$ cat config.mk
export PLATFORM = sky130hd
export DESIGN_NAME = data_stack_flat
export DESIGN_NICKNAME = d
export VERILOG_FILES = /design/src/rtl/data_stack_pkg.sv /design/src/rtl/data_stack_if.sv /design/src/rtl/data_stack_ram.sv /design/src/rtl/data_stack.sv /design/src/flat_wrapper.sv
export SDC_FILE = /design/constraint.sdc
export NUM_CORES = 1
export LEC_CHECK = 0
export ABC_AREA = 1
export CAP_MARGIN = 10
export CELL_PAD_IN_SITES_DETAIL_PLACEMENT = 0
export CELL_PAD_IN_SITES_GLOBAL_PLACEMENT = 1
export CORE_UTILIZATION = 43
export DETAILED_ROUTE_END_ITERATION = 12
export GPL_ROUTABILITY_DRIVEN = 0
export PLACE_DENSITY_LB_ADDON = 0.1
export RECOVER_POWER = 25
export SETUP_SLACK_MARGIN = 0.2
export SLEW_MARGIN = 10
export SYNTH_ARGS = -nofsm -noshare
export SYNTH_HDL_FRONTEND = slang
export SYNTH_SLANG_ARGS = --single-unit
$ cat constraint.sdc
create_clock -name clk -period 3.34 [get_ports clk]
set_clock_uncertainty 0.15 [all_clocks]
set_input_delay 0.334 -clock clk [delete_from_list [all_inputs] [get_ports clk]]
set_output_delay 0.334 -clock clk [all_outputs]
set_load 0.01 [all_outputs]
$ cat src/rtl/data_stack_pkg.sv
// -----------------------------------------------------------------------------
// stack_pkg
// Shared types and defaults for the data stack.
//   WIDTH_DEF / DEPTH_DEF : default word width and entry count
//   stack_op_t            : operation decoded from {push, pop}
//   occ_state_t           : occupancy state of the stack
// -----------------------------------------------------------------------------
package stack_pkg;

    localparam int WIDTH_DEF = 16;
    localparam int DEPTH_DEF = 16;

    // Encoding matches {push, pop} so decode is a plain cast.
    typedef enum logic [1:0] {
        OP_NONE = 2'b00,
        OP_POP  = 2'b01,
        OP_PUSH = 2'b10,
        OP_REPL = 2'b11
    } stack_op_t;

    typedef enum logic [1:0] {
        EMPTY   = 2'b00,
        PARTIAL = 2'b01,
        FULL    = 2'b10
    } occ_state_t;

endpackage

$ cat src/rtl/data_stack_if.sv
// -----------------------------------------------------------------------------
// data_stack_if
// Operand-stack bus between the producers (immediate sign extender / ALU result
// mux plus control) and the data stack.
//   push, pop, push_data, clear_err : requests into the stack (master drives)
//   tos, nos, count, empty, full     : stack contents/occupancy (slave drives)
//   overflow, underflow              : sticky error flags (slave drives)
// -----------------------------------------------------------------------------
interface data_stack_if #(
    parameter int WIDTH = 16,
    parameter int DEPTH = 16
);
    localparam int CW = $clog2(DEPTH) + 1;

    logic             push;
    logic             pop;
    logic [WIDTH-1:0] push_data;
    logic             clear_err;
    logic [WIDTH-1:0] tos;
    logic [WIDTH-1:0] nos;
    logic [CW-1:0]    count;
    logic             empty;
    logic             full;
    logic             overflow;
    logic             underflow;

    modport master (
        output push, pop, push_data, clear_err,
        input  tos, nos, count, empty, full, overflow, underflow
    );

    modport slave (
        input  push, pop, push_data, clear_err,
        output tos, nos, count, empty, full, overflow, underflow
    );
endinterface

$ cat src/rtl/data_stack_ram.sv
// -----------------------------------------------------------------------------
// stack_ram
// Backing store for the stack entries below TOS and NOS (DEPTH-2 words).
//   clk   : write clock
//   we    : write enable; addresses beyond the array are ignored
//   waddr : write address,  wdata : write data
//   raddr : asynchronous read address, rdata : read data (0 when out of range)
// -----------------------------------------------------------------------------
module stack_ram #(
    parameter int WIDTH = 16,
    parameter int DEPTH = 16,
    parameter int AW    = $clog2(DEPTH)
) (
    input  logic             clk,
    input  logic             we,
    input  logic [AW-1:0]    waddr,
    input  logic [WIDTH-1:0] wdata,
    input  logic [AW-1:0]    raddr,
    output logic [WIDTH-1:0] rdata
);
    localparam logic [AW-1:0] NENT = AW'(DEPTH - 2);

    logic [WIDTH-1:0] mem [DEPTH-2];

    // Out-of-range writes only happen after a pointer wrap, whose contents
    // are don't-care, so they are simply dropped.
    always_ff @(posedge clk) begin
        if (we && (waddr < NENT))
            mem[waddr] <= wdata;
    end

    assign rdata = (raddr < NENT) ? mem[raddr] : '0;

endmodule

$ cat src/rtl/data_stack.sv
// -----------------------------------------------------------------------------
// data_stack
// Operand stack for the stack processor. TOS and NOS live in registers; the
// deeper entries live in stack_ram. Push, pop and replace-top each take one
// cycle; all outputs are registered.
//   clk    : clock, rising edge
//   reset  : synchronous active-high clear
//   s      : data_stack_if.slave (push/pop/push_data/clear_err in;
//            tos/nos/count/empty/full/overflow/underflow out)
// Build option: define DATA_STACK_GUARD_EN to suppress push-on-full and
// pop-on-empty and enable the sticky overflow/underflow flags. Without it no
// boundary checks are made, the pointer/count wrap, and both flags read 0.
// -----------------------------------------------------------------------------
module data_stack
    import stack_pkg::*;
#(
    parameter int WIDTH = WIDTH_DEF,
    parameter int DEPTH = DEPTH_DEF
) (
    input  logic         clk,
    input  logic         reset,
    data_stack_if.slave  s
);
    localparam int CW = $clog2(DEPTH) + 1;
    localparam int AW = $clog2(DEPTH);

`ifdef DATA_STACK_GUARD_EN
    localparam bit GUARD = 1'b1;
`else
    localparam bit GUARD = 1'b0;
`endif

    stack_op_t        op;
    occ_state_t       state_q, state_nxt;
    logic [CW-1:0]    cnt_q, cnt_nxt;
    logic [WIDTH-1:0] tos_q, tos_nxt;
    logic [WIDTH-1:0] nos_q, nos_nxt;
    logic             ovf_q, ovf_nxt;
    logic             udf_q, udf_nxt;
    logic             do_push, do_pop;
    logic             ovf_set, udf_set;
    logic             ram_we;
    logic [AW-1:0]    ram_waddr, ram_raddr;
    logic [WIDTH-1:0] ram_rdata;

    // With n entries, element k (0 = bottom) sits at array index k for
    // k <= n-3. A push spills NOS to index n-2; a pop refills NOS from n-3.
    assign ram_waddr = AW'(cnt_q - CW'(2));
    assign ram_raddr = AW'(cnt_q - CW'(3));
    assign ram_we    = do_push && (cnt_q >= CW'(2));

    stack_ram #(
        .WIDTH (WIDTH),
        .DEPTH (DEPTH),
        .AW    (AW)
    ) u_ram (
        .clk   (clk),
        .we    (ram_we),
        .waddr (ram_waddr),
        .wdata (nos_q),
        .raddr (ram_raddr),
        .rdata (ram_rdata)
    );

    always_comb begin
        op      = stack_op_t'({s.push, s.pop});
        do_push = 1'b0;
        do_pop  = 1'b0;
        ovf_set = 1'b0;
        udf_set = 1'b0;
        tos_nxt = tos_q;
        nos_nxt = nos_q;
        cnt_nxt = cnt_q;

        case (op)
            OP_PUSH: begin
                if (GUARD && (state_q == FULL)) ovf_set = 1'b1;
                else                            do_push = 1'b1;
            end
            OP_POP: begin
                if (GUARD && (state_q == EMPTY)) udf_set = 1'b1;
                else                             do_pop  = 1'b1;
            end
            OP_REPL: begin
                // Replacing a non-existent top degrades to a push but is
                // still reported as an underflow.
                if (state_q == EMPTY) begin
                    do_push = 1'b1;
                    udf_set = 1'b1;
                end else begin
                    tos_nxt = s.push_data;
                end
            end
            default: ;
        endcase

        if (do_push) begin
            tos_nxt = s.push_data;
            nos_nxt = tos_q;
            cnt_nxt = cnt_q + CW'(1);
        end
        if (do_pop) begin
            tos_nxt = nos_q;
            nos_nxt = (cnt_q >= CW'(3)) ? ram_rdata : '0;
            cnt_nxt = cnt_q - CW'(1);
        end

        // Occupancy follows the new count so status matches tos/nos.
        if (cnt_nxt == '0)             state_nxt = EMPTY;
        else if (cnt_nxt == CW'(DEPTH)) state_nxt = FULL;
        else                           state_nxt = PARTIAL;

        // A new error in the clearing cycle wins over clear_err.
        ovf_nxt = GUARD ? ((ovf_q & ~s.clear_err) | ovf_set) : 1'b0;
        udf_nxt = GUARD ? ((udf_q & ~s.clear_err) | udf_set) : 1'b0;
    end

    always_ff @(posedge clk) begin
        if (reset) begin
            state_q <= EMPTY;
            cnt_q   <= '0;
            tos_q   <= '0;
            nos_q   <= '0;
            ovf_q   <= 1'b0;
            udf_q   <= 1'b0;
        end else begin
            state_q <= state_nxt;
            cnt_q   <= cnt_nxt;
            tos_q   <= tos_nxt;
            nos_q   <= nos_nxt;
            ovf_q   <= ovf_nxt;
            udf_q   <= udf_nxt;
        end
    end

    assign s.tos       = tos_q;
    assign s.nos       = nos_q;
    assign s.count     = cnt_q;
    assign s.empty     = (state_q == EMPTY);
    assign s.full      = (state_q == FULL);
    assign s.overflow  = ovf_q;
    assign s.underflow = udf_q;

endmodule

$ cat src/flat_wrapper.sv
// flat-port wrapper written by rule: the top's interface ports become plain ports
module data_stack_flat import stack_pkg::*;
#(
    parameter int WIDTH = WIDTH_DEF,
    parameter int DEPTH = DEPTH_DEF
)
  (clk, reset, s_push, s_pop, s_push_data, s_clear_err, s_tos, s_nos, s_count, s_empty, s_full, s_overflow, s_underflow);
  data_stack_if #(.WIDTH(WIDTH), .DEPTH(DEPTH)) s_i ();
  input  logic clk;
  input  logic reset;
  input wire logic [$bits(s_i.push)-1:0] s_push;
  input wire logic [$bits(s_i.pop)-1:0] s_pop;
  input wire logic [$bits(s_i.push_data)-1:0] s_push_data;
  input wire logic [$bits(s_i.clear_err)-1:0] s_clear_err;
  output wire logic [$bits(s_i.tos)-1:0] s_tos;
  output wire logic [$bits(s_i.nos)-1:0] s_nos;
  output wire logic [$bits(s_i.count)-1:0] s_count;
  output wire logic [$bits(s_i.empty)-1:0] s_empty;
  output wire logic [$bits(s_i.full)-1:0] s_full;
  output wire logic [$bits(s_i.overflow)-1:0] s_overflow;
  output wire logic [$bits(s_i.underflow)-1:0] s_underflow;
  assign s_i.push = s_push;
  assign s_i.pop = s_pop;
  assign s_i.push_data = s_push_data;
  assign s_i.clear_err = s_clear_err;
  assign s_tos = s_i.tos;
  assign s_nos = s_i.nos;
  assign s_count = s_i.count;
  assign s_empty = s_i.empty;
  assign s_full = s_i.full;
  assign s_overflow = s_i.overflow;
  assign s_underflow = s_i.underflow;
  data_stack #(.WIDTH(WIDTH), .DEPTH(DEPTH)) u_core (.clk(clk), .reset(reset), .s(s_i));
endmodule
==> out/metrics.yaml <==
die:
  die_x_um: 163
  die_h_um: 163
  core_area_um2: 25300
  num_rows: 58
  io_pins: 62
  dieArea_um2: 26600
  start_util: 0.440
route:
  dr.first_iter.drc_count: 486
  wl_per_cell_um: 19.9
  drc: 0
  route.antenna.remaining_nets: 0
  vias: 7721
  firstDrtPassIters: 5
  viasPerCell: 5.24
  routed_wirelength_mm: 29.4
flow_run:
  maxCapViolCount: 0
critical_path:
  reg2reg_depth: 9
  reg2reg_slack_ps: 570
  crit_fanout: 16
  critPathKind: "flop to flop"
  required_ps: 3400
  r2r-start: "u_core.s.count[1]"
  start_kind: "flop"
  end_kind: "flop"
  crit_start: "u_core.s.count[1]"
  r2r_end: "u_core.u_ram.mem[4][13]"
  worst_ep_arrival_time_ps: 2830
timing:
  setup_violations: 0
  finalHoldWorstSlack_ps: 295
  hold_violations: 0
  setup_tns_ps: 0
  slew_violations: 0
  tightest_slew_ps: 1020
  postLayoutSetupSlackWorst_ps: 570
  min_period_over_period: 0.829
  fmax_mhz: 361
  rsz0062_at_grt: "false"
  period_needed_ps: 2770
  relSlewSlack: 0.321
worst_hold_path:
  worstHoldPathType: "input pin to flop"
  min-delay-start: "s_push_data[0]"
  min_to: "u_core.s.tos[0]"
  hold_depth: 5
finish:
  final_area_um2: 13100
  drive_gt1_frac: 0.103
  fin_util: 0.516
  fillCellCount: 2307
  nets: 1153
  area_growth_pct: 17.2
  diodes: 0
  fin_cells: 1473
clocking:
  cts_max_level: 1
  clk-insertion-delay-late_ps: 540
  post_cts_buffers: 0
  cts.clk_slew.worst_paths_ps: 60
  cts-buffers-inserted: 28
  cts_tree: "built"
  root_buffer: "clkbuf_16"
  cts_max_path_buffers: 3
  ctsHoldBuffers: 0
  cts.sinks: 263
  cts_resized: 0
logic_synthesis:
  synthDistinctLibCells: 30
  yosys-mux-area-fraction: 0
  yosysWarnings: 0
  ys.flop_type: "edfxtp_1"
  yosys.area_share.simple: 0.233
  avgSynthCellArea_um2: 10.6
  syn_inst: 1049
  synth_adder_area_share: 0.0101
  syn_area_um2: 11100
  synth_edf_count: 224
  synth_top_area_share: 0.604
  synth_compound_gate_area_share: 0.0346
  synth_top_family_by_area: "simple AND/OR/NAND/NOR gates"
  synth_most_common_cell: "nand2_1"
  synth_area_leaders: "edfxtp_1, nand2_1, nand3_1"
  synth_top_area_cell: "edfxtp_1"
  synth-seq-cells: 263
  ys_top_cells_by_count: "nand2_1, edfxtp_1, nand3_1, dfxtp_1, inv_1"
  synth-xor-area-share: 0
  yosysSeqAreaShare: 0.674
  synthArstFlopShare: 0
power_and_ir_drop:
  finalPower_mw: 8.10
  power_density_nw_per_um2: 620
  p_leak_nw: 4.86
  irDropWorstVdd_mv: 0.412
status:
  status: "completed"
global_route:
  grt_pass1_wl_mm: 43.9
  grt_max_degree: 117
  grt_overflow: 0
  grt_pass1_vias: 7308
  antenna_found_initial: 0
  grt_usage: 0.225
place:
  dp.final_hpwl_mm: 17.6
  dpl-instance-area_um2: 12200
  place_inst: 1423
  port_buffers: 58
  pre_cts_slack_ps: 552
==> final cells by class <==
class	count	area, µm²	area share
clock buffers	37	756	0.0579
clock inverters	13	116	0.00891
inverters	46	176	0.0135
multi-input cells	678	3160	0.242
flip-flops and latches	263	7510	0.575
well taps	330	413	0.0316
repair buffers	106	928	0.0711
==> state kept, by name, summed over array words and instances, names as in the netlist <==
| signal | flops |
|---|---|
| u_core.u_ram.mem | 224 |
| u_core.s.nos | 16 |
| u_core.s.tos | 16 |
| u_core.s.count | 5 |
| u_core.state_q | 2 |
==> worst max-delay path by stage <==
stage | cells after the start | to | slack, ps
after global placement | 9 | u_core.u_ram.mem[4][7] | 590
after detailed placement | 9 | u_core.u_ram.mem[4][7] | 550
after global routing | 9 | u_core.u_ram.mem[4][9] | 410
after floorplan | 8 | u_core.u_ram.mem[2][0] | 60
after CTS | 9 | u_core.u_ram.mem[4][0] | 570
final | 9 | u_core.u_ram.mem[4][13] | 570
==> cells by family after synthesis <==
family	count (synthesis)
other	1
adders and majority gates	9
buffers and inverters	109
DFF	263
AOI/OAI and AO/OA	73
and+or+nand+nor	594
==> per-layer routing <==
metal / wire length [µm] / part of all wire / global-route usage / vias to the layer above
li1: - / - / - / 3745
met1: 13800 / 0.47 / 0.326 / 3702
met2: 13300 / 0.45 / 0.353 / 235
met3: 1630 / 0.056 / 0.0303 / 39
met4: 652 / 0.022 / 0.0616 / 0
met5: 0 / 0 / 0 / -
==> layout by cell type (no fill, tap or decap), types with 8 or more instances in the layout <==
master and count:
nand2_1 327, edfxtp_1 224, nand3_1 203, clkdlybuf4s50_1 58, inv_1 38, dfxtp_1 38
o21ai_0 37, buf_4 36, a21oi_1 34, nor2_1 30, clkbuf_16 29, clkbuf_1 18
nor2_2 9, nand3_2 9, ha_1 8
==> worst max-delay path, cell delays in order (launching register included) <==
cell	delay (ps)
dfxtp_1	500
inv_1	230
ha_1	290
or2_2	280
nand2_1	100
inv_1	90
a31oi_4	190
nand2_1	190
nor2_2	130
buf_4	290
==> power breakdown <==
group | leakage (nW) | total (mW) | internal [mW] | switching (mW)
Sequential | 2.35 | 3.76 | 3.69 | 0.0712
Combinational | 2.09 | 1.38 | 0.418 | 0.964
Clock | 0.425 | 2.95 | 1.74 | 1.22
(Power assumes the default switching activity.)
